**src/rtl/spi_bridge_pkg.sv**
```systemverilog
// Shared definitions for the SPI/I2C bridge: slave FSM encoding and default frame geometry.
// Used by spi_master, spi_slave_rx and the I2C command stage.
package spi_bridge_pkg;

    localparam int SPI_WIDTH_DEFAULT       = 8;
    localparam int SPI_SYNC_STAGES_DEFAULT = 2;

    typedef enum logic [1:0] {
        ST_IDLE  = 2'd0,
        ST_SHIFT = 2'd1,
        ST_DONE  = 2'd2
    } spi_state_e;

endpackage

```
**src/rtl/spi_sync_edge.sv**
```systemverilog
// Multi-flop synchroniser for one asynchronous pad, with a history flop that
// turns transitions of the synchronised level into single-cycle rise/fall pulses.
module spi_sync_edge
    import spi_bridge_pkg::*;
#(
    parameter int SYNC_STAGES = SPI_SYNC_STAGES_DEFAULT
) (
    input  logic clk_i,
    input  logic d_i,
    output logic sync_o,
    output logic rise_o,
    output logic fall_o
);

    logic [SYNC_STAGES-1:0] sync_q, sync_d;
    logic                   hist_q, hist_d;

    always_comb begin
        sync_d = {sync_q[SYNC_STAGES-2:0], d_i};
        hist_d = sync_q[SYNC_STAGES-1];
    end

    // NOTE: the chain has no reset so it keeps tracking the pad while reset_i is high;
    // releasing reset mid-frame therefore never produces a phantom edge.
    // Sequential state is always assigned with <= so every flop samples pre-edge values.
    always_ff @(posedge clk_i) begin
        sync_q <= sync_d;
        hist_q <= hist_d;
    end

    assign sync_o = sync_q[SYNC_STAGES-1];
    assign rise_o = sync_o & ~hist_q;
    assign fall_o = ~sync_o & hist_q;

endmodule

```
**src/rtl/spi_slave_rx.sv**
```systemverilog
// Oversampled SPI mode-0 slave: deserialises one MSB-first frame into a valid/ready port.
// Define SPI_SLAVE_MISO_TRISTATE_EN to float miso_o while idle or in reset.
module spi_slave_rx
    import spi_bridge_pkg::*;
#(
    parameter int WIDTH       = SPI_WIDTH_DEFAULT,
    parameter int SYNC_STAGES = SPI_SYNC_STAGES_DEFAULT
) (
    input  logic             clk_i,
    input  logic             reset_i,
    input  logic             sclk_i,
    input  logic             slave_sel_i,
    input  logic             mosi_i,
    output logic             miso_o,
    input  logic [WIDTH-1:0] tx_data_i,
    output logic [WIDTH-1:0] rx_data_o,
    output logic             rx_valid_o,
    input  logic             rx_ready_i,
    output logic             slave_ready_o,
    output logic             overrun_o,
    output logic             frame_err_o
);

    localparam int            CW       = $clog2(WIDTH + 1);
    localparam logic [CW-1:0] LAST_BIT = CW'(WIDTH - 1);

    logic sclk_rise, sclk_fall, sclk_sync_unused;
    logic sel_rise, sel_fall, sel_sync_unused;
    logic mosi_sync, mosi_rise_unused, mosi_fall_unused;

    spi_sync_edge #(.SYNC_STAGES(SYNC_STAGES)) u_sync_sclk (
        .clk_i (clk_i), .d_i (sclk_i),
        .sync_o(sclk_sync_unused), .rise_o(sclk_rise), .fall_o(sclk_fall)
    );
    spi_sync_edge #(.SYNC_STAGES(SYNC_STAGES)) u_sync_sel (
        .clk_i (clk_i), .d_i (slave_sel_i),
        .sync_o(sel_sync_unused), .rise_o(sel_rise), .fall_o(sel_fall)
    );
    spi_sync_edge #(.SYNC_STAGES(SYNC_STAGES)) u_sync_mosi (
        .clk_i (clk_i), .d_i (mosi_i),
        .sync_o(mosi_sync), .rise_o(mosi_rise_unused), .fall_o(mosi_fall_unused)
    );

    spi_state_e       state_q, state_d;
    logic [CW-1:0]    count_q, count_d;
    logic [WIDTH-1:0] rx_shift_q, rx_shift_d;
    logic [WIDTH-1:0] tx_shift_q, tx_shift_d;
    logic [WIDTH-1:0] rx_data_q, rx_data_d;
    logic             rx_valid_q, rx_valid_d;
    logic             overrun_q, overrun_d;
    logic             frame_err_q, frame_err_d;
    logic             miso_q, miso_d;
    logic             slave_ready_q, slave_ready_d;
    logic             complete, accept;

    // NOTE: every signal written here gets a default first, so no path can infer a latch.
    always_comb begin
        state_d       = state_q;
        count_d       = count_q;
        rx_shift_d    = rx_shift_q;
        tx_shift_d    = tx_shift_q;
        rx_data_d     = rx_data_q;
        rx_valid_d    = rx_valid_q;
        miso_d        = miso_q;
        overrun_d     = 1'b0;
        frame_err_d   = 1'b0;
        slave_ready_d = ~rx_valid_q;
        complete      = 1'b0;
        accept        = rx_valid_q & rx_ready_i;

        case (state_q)
            ST_IDLE: begin
                if (sel_fall) begin
                    tx_shift_d = tx_data_i;
                    miso_d     = tx_data_i[WIDTH-1];
                    count_d    = '0;
                    state_d    = ST_SHIFT;
                end
            end
            ST_SHIFT: begin
                if (sclk_rise) begin
                    rx_shift_d = (rx_shift_q << 1) | WIDTH'(mosi_sync);
                    count_d    = count_q + CW'(1);
                    complete   = (count_q == LAST_BIT);
                end else if (sclk_fall) begin
                    tx_shift_d = tx_shift_q << 1;
                    miso_d     = tx_shift_q[WIDTH-2];
                end
                // A select rise coinciding with the last bit still delivers the frame.
                if (sel_rise) begin
                    state_d     = ST_IDLE;
                    count_d     = '0;
                    miso_d      = 1'b0;
                    frame_err_d = ~complete;
                end else if (complete) begin
                    state_d = ST_DONE;
                end
            end
            ST_DONE: begin
                if (sel_rise) begin
                    state_d = ST_IDLE;
                    count_d = '0;
                    miso_d  = 1'b0;
                end
            end
            default: state_d = ST_IDLE;
        endcase

        // Completion on the accepting cycle reloads the port instead of overrunning.
        if (complete && (!rx_valid_q || accept)) begin
            rx_data_d  = rx_shift_d;
            rx_valid_d = 1'b1;
        end else if (complete) begin
            overrun_d = 1'b1;
        end else if (accept) begin
            rx_valid_d = 1'b0;
        end
    end

    always_ff @(posedge clk_i) begin
        if (reset_i) begin
            state_q       <= ST_IDLE;
            count_q       <= '0;
            rx_shift_q    <= '0;
            tx_shift_q    <= '0;
            rx_data_q     <= '0;
            rx_valid_q    <= 1'b0;
            overrun_q     <= 1'b0;
            frame_err_q   <= 1'b0;
            miso_q        <= 1'b0;
            slave_ready_q <= 1'b0;
        end else begin
            state_q       <= state_d;
            count_q       <= count_d;
            rx_shift_q    <= rx_shift_d;
            tx_shift_q    <= tx_shift_d;
            rx_data_q     <= rx_data_d;
            rx_valid_q    <= rx_valid_d;
            overrun_q     <= overrun_d;
            frame_err_q   <= frame_err_d;
            miso_q        <= miso_d;
            slave_ready_q <= slave_ready_d;
        end
    end

    assign rx_data_o     = rx_data_q;
    assign rx_valid_o    = rx_valid_q;
    assign overrun_o     = overrun_q;
    assign frame_err_o   = frame_err_q;
    assign slave_ready_o = slave_ready_q;

`ifdef SPI_SLAVE_MISO_TRISTATE_EN
    assign miso_o = (state_q == ST_IDLE || reset_i) ? 1'bz : miso_q;
`else
    assign miso_o = (state_q == ST_IDLE || reset_i) ? 1'b0 : miso_q;
`endif

endmodule
```
**config.mk**
```make
export PLATFORM = sky130hd
export DESIGN_NAME = spi_slave_rx
export DESIGN_NICKNAME = d
export VERILOG_FILES = /design/src/rtl/spi_bridge_pkg.sv /design/src/rtl/spi_sync_edge.sv /design/src/rtl/spi_slave_rx.sv
export SDC_FILE = /design/constraint.sdc
export NUM_CORES = 1
export LEC_CHECK = 0
export BUFFER_PORTS_ARGS = -buffer_cell sky130_fd_sc_hd__buf_2
export CELL_PAD_IN_SITES_DETAIL_PLACEMENT = 0
export CELL_PAD_IN_SITES_GLOBAL_PLACEMENT = 2
export CORE_MARGIN = 1
export CORE_UTILIZATION = 38
export DETAILED_ROUTE_END_ITERATION = 12
export GPL_ROUTABILITY_DRIVEN = 1
export HOLD_SLACK_MARGIN = 0.05
export PLACE_DENSITY_LB_ADDON = 0.1
export SYNTH_ARGS = -nofsm -noshare
export SYNTH_HDL_FRONTEND = slang
export SYNTH_SLANG_ARGS = --single-unit
```
**constraint.sdc**
```tcl
create_clock -name clk_i -period 4.78 [get_ports clk_i]
set_input_delay 0.239 -clock clk_i [delete_from_list [all_inputs] [get_ports clk_i]]
set_output_delay 0.239 -clock clk_i [all_outputs]
set_load 0.05 [all_outputs]
```
Word level (Yosys, flattened, before mapping)
Cells that the tools add are included.
{"block": "classes", "add_sub_neg": 1, "eq_ne": 12, "n_mux": 30, "bitwise_logic": 14, "n_reduce_logical": 15}
{"op": "7-bit two-way mux", "count": 3}
{"op": "4-bit two-way mux", "count": 4}
{"op": "8-bit two-way mux", "count": 2}
{"op": "7-bit case mux with 2 select lines", "count": 1}
{"op": "1-bit two-way mux", "count": 13}
{"op": "3-bit inequality test (second input constant)", "count": 4}
{"op": "4-bit case mux with 3 select lines", "count": 1}
{"op": "2-bit two-way mux", "count": 4}
{"op": "2-bit inequality test (second input constant)", "count": 4}
{"op": "1-bit inverter", "count": 8}
{"op": "8-bit by 1-bit OR with 8-bit output", "count": 1}
{"op": "4-bit AND reduction", "count": 2}
{"op": "2-bit case mux with 3 select lines", "count": 1}
{"op": "1-bit bitwise AND", "count": 5}
{"op": "5-bit AND reduction", "count": 1}
{"op": "4-bit by 1-bit adder with 4-bit output (second input constant)", "count": 1}
{"op": "4-bit by 3-bit == test with 1-bit output (second input constant)", "count": 1}
{"op": "2-bit nonzero test", "count": 2}
{"op": "1-bit case mux with 3 select lines", "count": 1}
{"op": "3-bit AND reduction", "count": 1}
{"op": "3-bit nonzero test", "count": 1}
{"op": "3-bit OR reduction", "count": 1}
{"op": "2-bit by 1-bit == test with 1-bit output (second input constant)", "count": 1}
{"op": "2-bit == test (second input constant)", "count": 1}
{"op": "7 further kinds", "count": 8}
{"block": "word_totals", "register_bits": 42, "inputBits": 14, "output_inout_bits": 13}

Logic depth before layout (Yosys ltp)
Gate-level depths: netlist (run 1).
{"block": "logic_depth", "ltp_word": 8, "ltp_mapped": 9}

Modules after synthesis
From an unflattened synthesis (run 1), not the netlist that was laid out.
{"block": "unflattened", "cells_unflattened": 185, "hier_area_um2": 1971.9}
{"mod": "spi_slave_rx", "instances": 1, "cells_each": 170, "area_each_um2": 1746.7, "seq_area_each_um2": 680.7}
{"mod": "spi_sync_edge", "instances": 3, "cells_each": 5, "area_each_um2": 75.1, "seq_area_each_um2": 60.1}

Worst setup path after synthesis (run 1)
No wires, ideal clock.
{"block": "synth_timing", "path_type": "reg2out", "start": "reg state_q[0]", "end": "out miso_o", "t_arrival_ns": 1.897, "required_time_ns": 4.541, "setup_slack_ns": 2.644, "stages_incl_launch_ff": 4, "path_cell_list": "dfxtp_1 -> inv_1 -> ha_1 -> nor3b_1"}
{"block": "synth_between", "elab_chain_cells": 3}
{"item": "from (decl)", "line_no": "spi_slave_rx.sv:44", "source": "spi_state_e state_q, state_d;"}
{"item": "from (signal assigned)", "line_no": "spi_slave_rx.sv:133", "source": "state_q <= state_d;"}
{"item": "2-bit logical NOT", "line_no": "spi_slave_rx.sv:155", "source": "assign miso_o = (state_q == ST_IDLE || reset_i) ? 1'b0 : miso_q;"}
{"item": "1-bit logical OR", "line_no": "spi_slave_rx.sv:155"}
{"item": "1-bit two-way mux", "line_no": "spi_slave_rx.sv:155"}
{"item": "to (decl)", "line_no": "spi_slave_rx.sv:14", "source": "output logic miso_o,"}
Every way passes these cells.

Final worst setup path (run 1)
{"block": "layout_timing", "start": "reg state_q[1]", "end": "reg count_q[3]"}
{"block": "layout_between", "elab_chain_cells": 3, "elab_cells_between_ends": 9}
{"item": "2-bit by 1-bit == test with 1-bit output (tied with other cells)", "line_no": "spi_slave_rx.sv:71", "source": "case (state_q)"}
{"item": "3-bit inequality test (no line) (tied with other cells)"}
{"item": "4-bit AND reduction (no line)"}
{"item": "to (signal assigned)", "line_no": "spi_slave_rx.sv:134", "source": "count_q <= count_d;"}
{"item": "to (decl)", "line_no": "spi_slave_rx.sv:45", "source": "logic [CW-1:0] count_q, count_d;"}
Several ways; a longest one is shown, not always the timed one.
A chain may end at the register's enable or synchronous reset.

==> metrics.md, run 1 <==
| Metric | Value |
|---|---|
| Run status | finished, final reports clean |
| Max stage delay on crit path | 0.63 ns |
| Setup bufs post-CTS | 0 |
| Cell count after synthesis | approximately 170 |
| Syn-to-layout area delta | 14.9% |
| Static Leak | 0.823 nW |
| CP required | 4.97 ns |
| CTS tree | built |
| Die H | 69.4 µm |
| Worst Reg-to-Reg Cells | 7 |
| Global-route wire length before repair | about 5600 µm |
| Hold Crit Class | in -> reg |
| Largest net degree at the start of global routing | 38 |
| Fin. max-slew vios | 0 |
| Tmin final | 2.26 ns |
| Slowest cell on crit path | ha_1 |
| Yosys top cell area share | between 40 and 50% |
| WL met3 | 127 µm |
| Initial antenna violation count | 0 |
| Synth warn | 0 |
| Clock Skews | 0.00389 ns |
| Crit path kind | reg -> reg |
| Initial Utilization | 39.7% |
| Post-synthesis mux area share | 9.86% |
| Hold_buf cts | 3 |
| Final worst-path cycle share | 47.3% |
| Drt via density | 5.03 |
| Yosys cell types | 38 |
| Max frequency | 0.442 GHz |
| Core Util, Final | 45.5% |
| Dominant cells by area after synthesis | dfxtp_1 49%, mux2i_1 9.9%, nor2_1 6.5% |
| Area of the core | 4350 µm² |
| Worst setup EP type | register |
| Final net count | 210 |
| Worst-Skew Late Latency | roughly 0.30 ns |
| Crit path buffers/inverters | 1 |
| Row cnt | 24 |
| Pre-antenna DRT Iters | 4 |
| Avg Synthesized Cell Area | 10.5 µm² |
| Uppermost layer routed | met4 |
| Final hold vios | 0 |
| Buffers added on ports | 26 |
| Clk slew on worst S/H paths | 0.08 ns |
| R2R Setup Slk | roughly 2.5 ns |
| Adder-cell share of the synthesized area | 3.62% |
| TritonCTS Buffers | 5 |
| Number of enable flip-flop cells after synthesis | 0 |
| MaxCap Viol Count | 0 |
| Crit Path Max Fanout | 19 |
| Clk sink count | 42 |
| Critical path cell sequence | inv_1, ha_1, nand3b_2, o22a_1, o21ai_4, o21ai_0, a32o_1 |
| Most frequent cell after synthesis | dfxtp_1 |
| Wirelength per Cell | around 13 µm |
| Final wirelength | 3130 µm |
| Diode count | 0 |
| Die area | slightly below 5000 µm² |
| Post-DP HPWL | 2200 µm |
| Final Worst Setup Slack | ~2.5 ns |
| Area of the mapped netlist | 1730 µm² |
| RSZ-0062 raised after global routing | no |
| CP arrival | 2.46 ns |
| Post-Layout Cell Count | roughly 240 |
| Top cell type by total area after synthesis | dfxtp_1 |
| Vias in the first global route | 1221 |
| Worst R2R End | count_q[3] |
| Die Span X | between 60 and 70 µm |
| Critical Path Sink | count_q[3] |
| Fin Setup TNS | 0 ns |
| Worst-Margin Slew | 0.735 ns |
| Iteration-0 DRC Markers | between 40 and 50 |
| R2R Path Start | state_q[1] |
| Routability cong. | between 0.8 and 0.9 |
| Fillers | 423 |
| H-tree depth | 2 |
| Main combinational cell family by area after synthesis | simple AND/OR/NAND/NOR gates |
| Post-cts repair resize count | 0 |
| Via Count | 1228 |
| Placed cell count | ~230 |
| Synth Flop Type | dfxtp_1 |
| PwrDens | 389 nW/µm² |
| DRC viols | 0 |
| Net count after synthesis | 184 |
| Worst setup SP type | register |
| Total power | 0.772 mW |
| Critical Path Stages | 7 |
| Area post-placement | 1840 µm² |
| Final Cell Area | 1980 µm² |
| CTS Buffer Depth | 2 |
| Sequential area share after synthesis | 48.7% |
| Flops & latches, synth | 42 |
| Root Driver | clkbuf_8 |
| Wl on met1 | 1510 µm |
| Async set or reset register ratio after synthesis | 0% |
| Post-Place Setup Slack | 2.53 ns |
| Simple-gate area share of the yosys netlist | approximately 17% |
| Antenna-violating nets left | 0 |
| Cell family contributing the most delay on the critical path | compound AO/OA/AOI/OAI gates |
| Synth Area in Compound Gates | 15.3% |
| Worst hold slack | roughly 0.22 ns |
| Max IR drop VDD | ~0.00017 V |
| Total GRT Usage | 14.8% |
| I/O pins | 27 |
| Critical Path Source | state_q[1] |
| Xor/xnor cell area share of the yosys netlist | 0% |
| Gr ovfl total | 0 |
| Share of cells above drive strength 1 | about a quarter |
| Final setup viols | 0 |
| Met2 WL | 1430 µm |
| Rel. slew slack | roughly half |
| Synth cell count leaders | 42 x dfxtp_1, 30 x nor2_1, 17 x mux2i_1 |
==> logic make-up (layout without fill, tap and decap cells) <==
family,Yosys count,in the layout
and+or+nand+nor,55,55
DFF,42,42
AOI/OAI and AO/OA,33,33
muxes,17,17
buffers and inverters,13,40
adders and majority gates,5,5
==> report_power, final <==
group | switching (mW) | internal [mW] | total, mW
Combinational | 0.0631 | 0.0477 | 0.111
Clock | 0.125 | 0.156 | 0.282
Sequential | 0.0107 | 0.369 | 0.380
==> routing by layer <==
| metal | vias to the layer above | GRT usage [%] |
|---|---|---|
| li1 | 638 | - |
| met1 | 564 | 17.5 |
| met2 | 20 | 23.3 |
| met3 | 6 | 5.96 |
| met4 | 0 | 6.80 |
| met5 | - | 0 |
==> final cells by class <==
cell class / count / area, µm² / area share [%]
well taps: 52 / 65.1 / 3.28
multi-input cells: 110 / 793 / 40.0
inverters: 3 / 11.3 / 0.568
flip-flops and latches: 42 / 841 / 42.4
repair buffers: 29 / 160 / 8.08
clock buffers: 5 / 68.8 / 3.47
clock inverters: 3 / 43.8 / 2.21
==> placed cells by master (no fill, tap or decap), types with 2 or more instances in the layout <==
master / Yosys / final
a211oi_2: 2 / 2
buf_2: 0 / 26
and2b_2: 2 / 2
nand2b_1: 4 / 4
nor2_1: 30 / 30
mux2i_1: 17 / 17
dfxtp_1: 42 / 42
nor3b_1: 2 / 2
and3_1: 3 / 3
nand2_1: 4 / 4
dlygate4sd3_1: 0 / 3
a211oi_1: 13 / 13
o21ai_0: 2 / 2
ha_1: 5 / 5
clkbuf_8: 1 / 5
a31oi_1: 2 / 2
a32o_1: 2 / 2
inv_1: 2 / 2
a21oi_1: 5 / 5
o21ai_4: 2 / 2
==> worst min path at each step <==
stage,from,endpoint,slack (ns),cells after the start
floorplan,mosi_i,u_sync_mosi.sync_q[0],0.27,0
global placement,u_sync_mosi.sync_q[0],u_sync_mosi.sync_q[1],0.31,0
detailed placement,u_sync_sel.sync_q[0],u_sync_sel.sync_q[1],0.32,0
CTS,tx_data_i[0],tx_shift_q[0],0.20,3
global route,tx_data_i[0],tx_shift_q[0],0.23,3
finish,tx_data_i[0],tx_shift_q[0],0.22,3
==> flip-flops by register name, summed over array words and instances, names as in the netlist, 2 cells and up <==
register / flops
rx_data_o: 8
state_q: 2
tx_shift_q: 7
rx_shift_q: 8
u_sync_mosi.sync_q: 2
u_sync_sel.sync_q: 2
count_q: 4
u_sync_sclk.sync_q: 2
==> worst register-to-register path, cell delays in order, from the launching register on <==
cell and delay, ns:
dfxtp_1 0.35, inv_1 0.09, ha_1 0.63, nand3b_2 0.27, o22a_1 0.30, o21ai_4 0.19
o21ai_0 0.12, a32o_1 0.22
No activity file was read; power rests on OpenSTA's default activity.
==> run 2: changes to the inputs <==
CORE_UTILIZATION = 35   (was 38)
clock period = 2.1 ns   (was 4.78 ns; I/O delays follow)
==> run 2 against run 1 <==
Via count grew 3.6%. Critical path type unchanged. Sequential power rose by 130%. Power increased by 120%. Sequential cell count did not move. Combinational power grew 150%. Highest routed layer unchanged. Largest cell class unchanged. Register-to-register slack worse by 2.3 ns. Non-clock buffer count up 8.
==> metrics.md, run 2 (synthesized netlist as in run 1, its figures left out) <==
| Metric | Value |
|---|---|
| Final net count | 218 |
| Post-Place Setup Slack | ~0.29 ns |
| Via Count | 1272 |
| Iteration-0 DRC Markers | 58 |
| Syn-to-layout area delta | 19.3% |
| Max stage delay on crit path | 0.40 ns |
| I/O pins | 27 |
| Largest net degree at the start of global routing | 28 |
| Worst setup SP type | register |
| Crit-path most repeated cell | o21ai_4 |
| Crit path kind | reg -> reg |
| Die H | 72.2 µm |
| Cell family contributing the most delay on the critical path | compound AO/OA/AOI/OAI gates |
| Final hold vios | 0 |
| Drt via density | 4.76 |
| Register area | 841 µm² |
| Total power | 1.73 mW |
| Placed cell count | 256 |
| Total GRT Usage | approximately 14% |
| Sw Ratio | 25.0% |
| Hold Crit Class | in -> reg |
| PwrDens | 840 nW/µm² |
| Row cnt | 25 |
| Worst-Margin Slew | 0.329 ns |
| Slowest cell on crit path | dfxtp_1 |
| Final Worst Setup Slack | 0.264 ns |
| NetSw | 0.433 mW |
| Area of the multi-input gates | 793 µm² |
| Initial Utilization | 36.6% |
| Run status | finished, final reports clean |
| Routability cong. | between 0.7 and 0.8 |
| Gr ovfl total | 0 |
| Share of cells above drive strength 1 | 27.0% |
| Area post-placement | 1920 µm² |
| DRC viols | 0 |
| Global-route wire length before repair | between 5000 and 6000 µm |
| CTS tree | built |
| Crit Path Max Fanout | 10 |
| Setup bufs post-CTS | 0 |
| H-tree depth | 2 |
| Die Span X | 72.2 µm |
| Worst hold slack | 0.112 ns |
| Combinational share of power | between 10% and 20% |
| Critical path cell sequence | inv_1, ha_1, and3b_1, o21ai_4, o21ai_4, and2b_1, a32o_1 |
| Crit path buffers/inverters | 1 |
| CP arrival | 2.02 ns |
| RSZ-0062 raised after global routing | no |
| Clock share of power | 34.2% |
| Fillers | 464 |
| Max IR drop VDD | 0.000344 V |
| Pre-antenna DRT Iters | 4 |
| Int Power | 1.30 mW |
| MaxCap Viol Count | 0 |
| Max frequency | 0.545 GHz |
| Root Driver | clkbuf_8 |
| Clk slew on worst S/H paths | 0.08 ns |
| TritonCTS Buffers | 5 |
| Final Cell Area | about 2100 µm² |
| Rel. slew slack | around 78% |
| Vias in the first global route | 1197 |
| Part of the power in registers | 50.0% |
| Fin Setup TNS | 0 ns |
| Commonest non-fill, non-tap cell in the layout | dfxtp_1 |
| Worst setup EP type | register |
| Most frequent cells in the layout | 42 x dfxtp_1, 30 x nor2_1, 26 x buf_2, 17 x mux2i_1, 13 x a211oi_1 |
| Final worst-path cycle share | 87.4% |
| Clk sink count | between 40 and 50 |
| Buffers added on ports | 26 |
| Clock Skews | 0.00576 ns |
| Worst-Skew Late Latency | 0.29 ns |
| Fin. max-slew vios | 0 |
| Static Leak | 0.862 nW |
| Antenna-violating nets left | 0 |
| Core Util, Final | about 44% |
| Post-DP HPWL | 2410 µm |
| Final wirelength | approximately 3300 µm |
| Wirelength per Cell | 12.4 µm |
| Tmin final | 1.84 ns |
| Initial antenna violation count | 0 |
| Die area | 5220 µm² |
| Final setup viols | 0 |
| CTS Buffer Depth | 2 |
| Diode count | 0 |
| Post-Layout Cell Count | 267 |
| Area of the core | 4720 µm² |
| CP required | 2.28 ns |
-- run 2: cell types whose count changed in the layout (fill, tap and decap cells not counted), sizes merged --
cell,previous run,this run
clkinv,1,0
bufinv,1,0
clkbuf,5,8
buf,26,34
inv,4,3
-- run 2: worst reg2reg max path, stage by stage, from the launching register on --
cell	delay [ns]
dfxtp_1	0.40
inv_1	0.08
ha_1	0.29
and3b_1	0.27
o21ai_4	0.17
o21ai_4	0.09
and2b_1	0.18
a32o_1	0.25
-- run 2: final cells by class --
class | instances | area share, %
multi-input cells | 110 | 38.5
inverters | 3 | 0.547
flip-flops and latches | 42 | 40.8
well taps | 67 | 4.07
clock buffers | 8 | 5.35
repair buffers | 37 | 10.7
-- run 2: power groups by stage --
stage	Clock (mW)	Combinational, mW	Sequential (mW)
after floorplan	0	0.213	0.882
after global placement	0	0.266	0.882
after detailed placement	0	0.272	0.883
after CTS	0.617	0.277	0.864
after global routing	0.651	0.306	0.869
final	0.591	0.274	0.864
-- run 2: timing repair --
item / 4_1_cts / 5_1_grt
hold buffers: 3 / 0
gates resized for setup: 0 / 0
hold endpoints to repair: 3 / 0
-- run 2: routing by layer --
| metal | global-route usage, % | wire length [µm] | vias up |
|---|---|---|---|
| met5 | 0 | 0 | - |
| met4 | 7.41 | 74 | 0 |
| met3 | 4.17 | 103 | 9 |
| met2 | 22.3 | 1620 | 18 |
| met1 | 16.5 | 1510 | 596 |
| li1 | - | - | 649 |
-- run 2: final timing paths --
kind,slack (ns),from,endpoint,cells past startpoint
worst max-delay path,0.26,state_q[1],count_q[3],7
worst min-delay path,0.11,tx_data_i[0],tx_shift_q[0],3
worst max register to register,0.26,state_q[1],count_q[3],7
worst min register to register,0.33,u_sync_sclk.sync_q[0],u_sync_sclk.sync_q[1],0
